### src/rtl/dmem_arbiter.sv
// Two-master round-robin arbiter and sequencer for a single-port, word-indexed data memory.
// Each access runs IDLE -> ACCESS -> RESP. Out-of-range addresses are reported as errors and never reach memory.
module dmem_arbiter #(
    parameter int ADDR_W = 32,
    parameter int DATA_W = 32,
    parameter int DEPTH  = 1024
) (
    input  logic              clk,
    input  logic              rst_n,
    input  logic              m0_req,
    input  logic              m0_we,
    input  logic [ADDR_W-1:0] m0_addr,
    input  logic [DATA_W-1:0] m0_wdata,
    output logic              m0_gnt,
    output logic              m0_done,
    output logic [DATA_W-1:0] m0_rdata,
    output logic              m0_err,
    input  logic              m1_req,
    input  logic              m1_we,
    input  logic [ADDR_W-1:0] m1_addr,
    input  logic [DATA_W-1:0] m1_wdata,
    output logic              m1_gnt,
    output logic              m1_done,
    output logic [DATA_W-1:0] m1_rdata,
    output logic              m1_err,
    output logic [ADDR_W-1:0] mem_addr,
    output logic [DATA_W-1:0] mem_wdata,
    output logic              mem_we,
    input  logic [DATA_W-1:0] mem_rdata,
    output logic              busy
);

    typedef enum logic [1:0] {IDLE, ACCESS, RESP} state_t;

    localparam logic [ADDR_W-1:0] LIMIT = ADDR_W'(DEPTH);

    state_t            state;
    logic              win;
    logic              last_gnt;
    logic              lat_we;
    logic              oob;
    logic              pick;
    logic              sel_we;
    logic              sel_oob;
    logic [ADDR_W-1:0] sel_addr;
    logic [DATA_W-1:0] sel_wdata;
    logic [DATA_W-1:0] rd_val;

    // On a tie the master that was not granted last wins.
    always_comb begin
        pick = m1_req;
        if (m0_req && m1_req) begin
            pick = ~last_gnt;
        end
        sel_we    = pick ? m1_we    : m0_we;
        sel_addr  = pick ? m1_addr  : m0_addr;
        sel_wdata = pick ? m1_wdata : m0_wdata;
        sel_oob   = (sel_addr >= LIMIT);
        rd_val    = (lat_we || oob) ? '0 : mem_rdata;
    end

    assign busy = (state != IDLE);

    // mem_addr/mem_wdata double as the latched command; mem_we is a register so reset aborts a write at once.
    always_ff @(posedge clk or negedge rst_n) begin
        if (!rst_n) begin
            state     <= IDLE;
            win       <= 1'b0;
            last_gnt  <= 1'b1;
            lat_we    <= 1'b0;
            oob       <= 1'b0;
            mem_addr  <= '0;
            mem_wdata <= '0;
            mem_we    <= 1'b0;
            m0_gnt    <= 1'b0;
            m1_gnt    <= 1'b0;
            m0_done   <= 1'b0;
            m1_done   <= 1'b0;
            m0_err    <= 1'b0;
            m1_err    <= 1'b0;
            m0_rdata  <= '0;
            m1_rdata  <= '0;
        end else begin
            mem_we   <= 1'b0;
            m0_gnt   <= 1'b0;
            m1_gnt   <= 1'b0;
            m0_done  <= 1'b0;
            m1_done  <= 1'b0;
            m0_err   <= 1'b0;
            m1_err   <= 1'b0;
            m0_rdata <= '0;
            m1_rdata <= '0;
            case (state)
                IDLE: begin
                    if (m0_req || m1_req) begin
                        win       <= pick;
                        last_gnt  <= pick;
                        lat_we    <= sel_we;
                        oob       <= sel_oob;
                        mem_addr  <= sel_addr;
                        mem_wdata <= sel_wdata;
                        mem_we    <= sel_we & ~sel_oob;
                        m0_gnt    <= ~pick;
                        m1_gnt    <= pick;
                        state     <= ACCESS;
                    end
                end
                ACCESS: begin
                    if (win) begin
                        m1_done  <= 1'b1;
                        m1_err   <= oob;
                        m1_rdata <= rd_val;
                    end else begin
                        m0_done  <= 1'b1;
                        m0_err   <= oob;
                        m0_rdata <= rd_val;
                    end
                    state <= RESP;
                end
                RESP: begin
                    state <= IDLE;
                end
                default: begin
                    state <= IDLE;
                end
            endcase
        end
    end

endmodule

### config.mk
export PLATFORM = sky130hd
export DESIGN_NAME = dmem_arbiter
export DESIGN_NICKNAME = d
export VERILOG_FILES = /design/src/rtl/dmem_arbiter.sv
export SDC_FILE = /design/constraint.sdc
export NUM_CORES = 1
export LEC_CHECK = 0
export BUFFER_PORTS_ARGS = -buffer_cell sky130_fd_sc_hd__buf_4
export CORE_MARGIN = 4
export CORE_UTILIZATION = 44
export DETAILED_ROUTE_END_ITERATION = 6
export PLACE_DENSITY_LB_ADDON = 0.12
export SKIP_LAST_GASP = 1
export SYNTH_ARGS = -nofsm -noshare
export SYNTH_HDL_FRONTEND = slang
export SYNTH_SLANG_ARGS = --single-unit
### constraint.sdc
create_clock -name clk -period 2.1 [get_ports clk]
set_clock_uncertainty 0.05 [all_clocks]
set_input_delay 0.21 -clock clk [delete_from_list [all_inputs] [get_ports clk]]
set_output_delay 0.21 -clock clk [all_outputs]
set_load 0.005 [all_outputs]
== After elaboration in Yosys (flattened, before gate mapping) ==
Cells that the tools add are included.
Widths: inputs -> output; s select.

* Bits in registers: 141
* Bits of input ports: 166
* Word-level logic and storage cells: 54

* Order comparisons: 1
* Equality and inequality tests: 2
* Multiplexer cells: 25
* Bitwise operators: 4
* Reductions and logical operators: 6

{| class="wikitable"
|+ Operator list
! kind !! count
|-
| $mux 32 || 7
|-
| $ge 32x11->1 const B || 1
|-
| $mux 1 || 16
|-
| $pmux 2 s2 || 1
|-
| $not 1->1 || 3
|-
| $eq 2x1->1 const B || 1
|-
| $logic_not 2->1 || 1
|-
| $logic_or 1x1->1 || 2
|-
| $mux 2 || 1
|-
| $ne 2x2->1 const B || 1
|-
| $reduce_and 2->1 || 1
|-
| $reduce_bool 2->1 || 1
|-
| $and 1x1->1 || 1
|-
| $logic_and 1x1->1 || 1
|}

== Depth between registers and ports, before layout ==
Gate-level depths: netlist (run 1).

* Word-level depth: 8
* Gate-level depth with buffers: 7
* Gate-level depth less buffers: 5

== Least setup slack after synthesis (run 1) ==
Ideal clock, no wire load.

* Path type: reg2reg
* From: reg last_gnt
* To: reg mem_wdata[10]
* Arrival: 1.345 ns
* Path slack: 0.584 ns
* Cell stages (with the launch flop): 8
* Clock period less this slack: 1.516 ns
* Cell sequence: dfstp_2 -> a21boi_1 -> buf_6 -> and2_1 -> buf_6 -> buf_6 -> a22oi_1 -> nand2_1

* Cells in the longest elaborated chain, start to end: 3

{| class="wikitable"
|+ RTL lines
! element !! RTL line !! text
|-
| start, declared || 39 || <nowiki>logic last_gnt;</nowiki>
|-
| start signal, assigned || 97 || <nowiki>last_gnt <= pick;</nowiki>
|-
| $not 1->1 || 53 || <nowiki>pick = ~last_gnt;</nowiki>
|-
| $mux 1 || 52 || <nowiki>if (m0_req && m1_req) begin</nowiki>
|-
| $mux 32 || 57 || <nowiki>sel_wdata = pick ? m1_wdata : m0_wdata;</nowiki>
|-
| end signal, assigned || 101 || <nowiki>mem_wdata <= sel_wdata;</nowiki>
|-
| end, declared || 27 || <nowiki>output logic [DATA_W-1:0] mem_wdata,</nowiki>
|}

No other way between the ends.
A chain may end at the register's enable or synchronous reset.

== Worst setup path in the final report (run 1) ==
* From: reg state[1]
* To: reg mem_wdata[13]

* Cells in the longest elaborated chain, start to end: 2

{| class="wikitable"
|+ RTL lines
! element !! RTL line !! text
|-
| start, declared || 37 || <nowiki>state_t state;</nowiki>
|-
| start signal, assigned || 67 || <nowiki>state <= IDLE;</nowiki>
|-
| start signal, assigned || 105 || <nowiki>state <= ACCESS;</nowiki>
|-
| start signal, assigned || 118 || <nowiki>state <= RESP;</nowiki>
|-
| $logic_not 2->1 || 93 || <nowiki>case (state)</nowiki>
|-
| $reduce_and 2->1 (no source line) || - ||
|}

No other way between the ends.

==> flow_summary.yaml, run 1 <==
status:
  outcome: "complete, but fails checks"
  violations: "negative hold slack"
synthesis:
  synth.yosys.seq_area_share_pct: 65.0
  synth_cell_types: 25
  synth.cell_area_mm2: 0.00543
  yosysWarningCount: 0
  syn-num-nets: 637
  avgSynthCellArea_um2: 11.5
  ys_async_sr_fraction_pct: 100
  synth-main-ff-cell: "dfrtp_1"
  synth-seq-cells: 141
  synth_edf_count: 0
  syn-instance-count: 471
clock_network:
  cts_max_level: 4
  worstSkewPairLatency_ns: 0.41
  post_cts_buffers: 0
  cts.clk_slew.worst_paths_ns: 0.06
  clock-root-buffer: "clkbuf_16"
  cts_num_sinks: 141
  cts_tree: "built"
  numCtsBuffers: 17
  cts_buffer_depth: 2
critical_path:
  start_kind: "flop"
  critPathKind: "reg -> reg"
  crit_required_ns: 2.39
  cp.arrival_ns: 1.98
  crit_path_end_kind: "flop"
  cp_max_fo: 33
floorplan:
  core-area_mm2: 0.0121
  die_w_um: 119
  rows: 40
  start_util_pct: 45.1
  die-height_um: 119
  io_pins: 302
  dieArea_mm2: 0.0142
timing:
  whs_ns: -0.000522
  rsz0062_at_grt: "no"
  setup_viol: 0
  period_share_pct: 80.4
  setup_tns_ns: 0
  drv_slew: 0
  max_slew.worst_pin.slew_ns: 0.619
  relSlewSlack_pct: 58.7
  fmax_ghz: 0.592
  finalHoldViolCount: 1
  min_period_ns: 1.69
power:
  ir_drop_mv: 0.837
  total_power_mw: 10.2
  p_per_area_mw_per_mm2: 1080
  p_leak_nw: 5.16
placement:
  port_buffers: 301
  place.gp.congestion: 0.843
  dpl_cell_area_mm2: 0.00788
  dp_hpwl_um: 12200
detailed_routing:
  route.detailed.drc: 0
  routedWlPerCell_um: 17.6
  wl_um: 18500
  vias_per_cell: 4.97
  via_count: 5203
  drtIter0Drc: 451
  dr.pass1.iters: 5
  ant_nets: 0
final_layout:
  nFillCells: 729
  layout-drive-gt1-share_pct: 39.7
  nNetsFinal: 1033
  design_area_mm2: 0.00944
  final_cell_mix: "buf_4, dfrtp_1, nand2_1"
  final_common_cell: "buf_4"
  syn2layout_area_growth_pct: 73.8
global_routing:
  grt_pass1_wl_um: 29100
  antenna_found_initial: 1
  grt_pass1_vias: 5545
  grt_max_degree: 75
  overflow: 0
  grt_util_all_layers_pct: 26.1
flow_run:
  maxCapViolations: 0
min_path:
  worst_hold_path_type: "in -> reg"
## worst max-delay path, cell delays in order (launching register included)
cell	delay [ns]
dfrtp_1	0.37
nor2_1	0.34
and3_1	0.25
buf_4	0.34
a22oi_1	0.13
nand2_1	0.13
## synth_stat cells (2+ instances only)
library cell | instances | area [um^2]
a21o_1 | 2 | 15.0
nand4_1 | 3 | 18.8
inv_1 | 2 | 7.51
o21ai_0 | 33 | 165
nand2_1 | 97 | 364
and3_1 | 66 | 413
buf_6 | 5 | 56.3
nor2_1 | 6 | 22.5
buf_4 | 3 | 22.5
nor4_1 | 10 | 62.6
clkbuf_1 | 20 | 75.1
mux2i_1 | 33 | 330
a22oi_1 | 32 | 240
buf_2 | 7 | 35.0
dfrtp_1 | 140 | 3500
and2_1 | 3 | 18.8
## report_power, final
group | switching, mW | leakage [nW] | internal, mW
logic | 1.66 | 3.02 | 1.66
clock network | 1.09 | 0.296 | 1.97
registers | 0.406 | 1.85 | 3.43
## per-stage QoR
step	util, %	cells	hold slack (ns)	worst slack (ns)
after floorplan	-	471	-0.136	0.584
after global placement	65.3	920	0.183	0.557
after detailed placement	65.3	920	0.191	0.449
after CTS	78.3	1046	0.00224	0.441
after global routing	78.3	1047	0.00302	0.272
final	78.3	1047	-0.000522	0.411
## per-layer routing
layer / wire length [um] / global-route usage (%)
met1: 6730 / 29.4
met2: 9640 / 45.3
met3: 1350 / 7.50
met4: 748 / 12.9
met5: 0 / 0
## kinds of logic after synthesis
logic type | after synthesis | share of synthesized area (%)
flops | 141 | 65.0
simple gates | 190 | 17.2
compound gates | 70 | 8.15
mux | 33 | 6.08
buf+inv | 37 | 3.61
## path summary, 6_finish.rpt
check / startpoint / end / slack [ns] / cells past startpoint
max in group asynchronous: rst_n / mem_wdata[3] / 0.99 / 3
min in group asynchronous: rst_n / m0_rdata[11] / 0.32 / 2
setup / recovery: state[1] / mem_wdata[13] / 0.41 / 5
hold reg to reg: state[1] / state[1] / 0.41 / 1
setup reg to reg: state[1] / mem_wdata[13] / 0.41 / 5
hold / removal: m1_wdata[27] / mem_wdata[27] / -0.0005 / 3
## sequential cells by signal, indices dropped and copies added (netlist names)
name       count
last_gnt       1
lat_we         1
m0_done        1
m0_err         1
m0_gnt         1
m0_rdata      32
m1_done        1
m1_err         1
m1_gnt         1
m1_rdata      32
mem_addr      32
mem_wdata     32
mem_we         1
oob            1
state          2
win            1
## layout make-up
type | instances | area [um^2] | area share (%)
well taps | 168 | 210 | 2.23
inverters | 2 | 7.51 | 0.0795
clock inverters | 12 | 170 | 1.80
multi-input cells | 293 | 1730 | 18.3
flip-flops and latches | 141 | 3530 | 37.4
diodes | 1 | 2.50 | 0.0265
repair buffers | 412 | 3360 | 35.6
clock buffers | 18 | 429 | 4.54
## what timing repair did
action / in CTS / in global routing
endpoints found under the hold margin: 150 / 0
resized for setup: 0 / 0
hold buffers: 96 / 0
Note: power is estimated with default switching activity, not from simulation.
==> run 2, diff against run 1 <==
- clock period: 2.1 -> 1.7 ns (I/O delays scaled with it)
==> run 2 against run 1 <==
Effect of this change: the flow now finishes without violations; routed wire length is 5.8% higher; non-clock buffer count is 19 higher; via count rose by 2.9%; largest power group unchanged; highest routed layer unchanged.
==> flow_summary.yaml, run 2 (synthesis gave the netlist of run 1 again) <==
status:
  outcome: "complete, no violations"
final_layout:
  nNetsFinal: 1052
  stdcell_count: 1068
  design_area_mm2: 0.00973
  final_common_cell: "buf_4"
  final_core_util_pct: 80.7
  final_cell_mix: "buf_4, dfrtp_1, dlygate4sd3_1"
  layout-drive-gt1-share_pct: 39.3
  syn2layout_area_growth_pct: 79.0
placement:
  dp_slack_ns: 0.115
  dpl_cell_area_mm2: 0.00798
  dp_hpwl_um: 12100
  place.gp.congestion: 0.851
  port_buffers: 301
  dp.cells: 921
timing:
  period_share_pct: 93.7
  setup_viol: 0
  finalHoldViolCount: 0
  min_period_ns: 1.59
  drv_slew: 0
  fmax_ghz: 0.628
  rsz0062_at_grt: "no"
  whs_ns: 0.0133
  worst_slack_ns: 0.107
  relSlewSlack_pct: 52.2
  max_slew.worst_pin.slew_ns: 0.715
  setup_tns_ns: 0
global_routing:
  grt_pass1_vias: 5876
  overflow: 0
  grt_util_all_layers_pct: 27.6
  grt_pass1_wl_um: 30500
  grt_max_degree: 65
  antenna_found_initial: 2
clock_network:
  numCtsBuffers: 17
  clock-root-buffer: "clkbuf_16"
  cts.clk_slew.worst_paths_ns: 0.06
  cts_tree: "built"
  post_cts_buffers: 0
  worstSkewPairLatency_ns: 0.41
  cts_num_sinks: 141
  cts_max_level: 4
  cts_buffer_depth: 2
flow_run:
  maxCapViolations: 0
power:
  p_per_area_mw_per_mm2: 1330
  total_power_mw: 13.0
  ir_drop_mv: 0.945
  p_leak_nw: 5.26
critical_path:
  crit_path_end_kind: "flop"
  crit_required_ns: 1.99
  critPathKind: "in -> reg"
  cp_max_fo: 2
  rrSetupSlack_ns: 0.14
  start_kind: "input pin"
  cp.arrival_ns: 1.88
detailed_routing:
  vias_per_cell: 5.01
  wl_um: 19500
  via_count: 5355
  dr.pass1.iters: 5
  route.detailed.drc: 0
  drtIter0Drc: 403
  routedWlPerCell_um: 18.3
  ant_nets: 0
floorplan:
  die_w_um: 119
  rows: 40
  core-area_mm2: 0.0121
  start_util_pct: 45.1
  dieArea_mm2: 0.0142
  io_pins: 302
  die-height_um: 119
min_path:
  worst_hold_path_type: "in -> reg"
## run 2: cell types whose count changed in the layout (fill, tap and decap cells not counted), moves of 2 or more
cell	change
buf_12	+7
buf_4	-6
dlygate4sd3_1	+18
clkinv_2	-2
clkinv_4	+2
## run 2: routing by layer
| metal | up-vias | routed length [um] | GRT usage (%) |
|---|---|---|---|
| met5 | - | 0 | 0 |
| met4 | 0 | 900 | 14.3 |
| met3 | 71 | 1490 | 8.59 |
| met2 | 285 | 10300 | 48.4 |
| met1 | 2530 | 6890 | 30.0 |
| li1 | 2469 | - | - |
## run 2: cell type report
cell class / instances / area [um^2]
timing repair buffer: 431 / 3640
sequential: 141 / 3530
fill: 706 / 2330
multi-input combinational: 293 / 1740
clock buffer: 18 / 439
tap: 168 / 210
clock inverter: 13 / 164
inverter: 2 / 7.51
antenna: 2 / 5.00
## run 2: power breakdown
| group | internal, mW | leakage (nW) | total [mW] | switching (mW) |
|---|---|---|---|---|
| clock | 2.35 | 0.293 | 3.77 | 1.42 |
| sequential | 4.24 | 1.85 | 4.78 | 0.542 |
| combinational | 2.25 | 3.13 | 4.42 | 2.17 |
## run 2: timing repair
action	4_1_cts	5_1_grt
endpoints found under the setup margin	0	10
gates resized for setup	0	1
endpoints found under the hold margin	146	0
hold buffers	114	0
## run 2: path summary, 6_finish.rpt
path,start,to,depth (start not counted)
max,m0_addr[12],mem_we,6
min,m0_addr[13],mem_addr[13],3
max reg2reg,last_gnt,mem_wdata[31],5
min reg2reg,mem_wdata[20],mem_wdata[20],2
max in group asynchronous,rst_n,m0_rdata[13],3
min in group asynchronous,rst_n,m0_rdata[19],2
## run 2: critical path, stage by stage
cell and delay (ns):
dlygate4sd3_1 0.54, buf_4 0.14, nor4_1 0.41, nand4_1 0.15
and4b_1 0.31, a32o_1 0.15
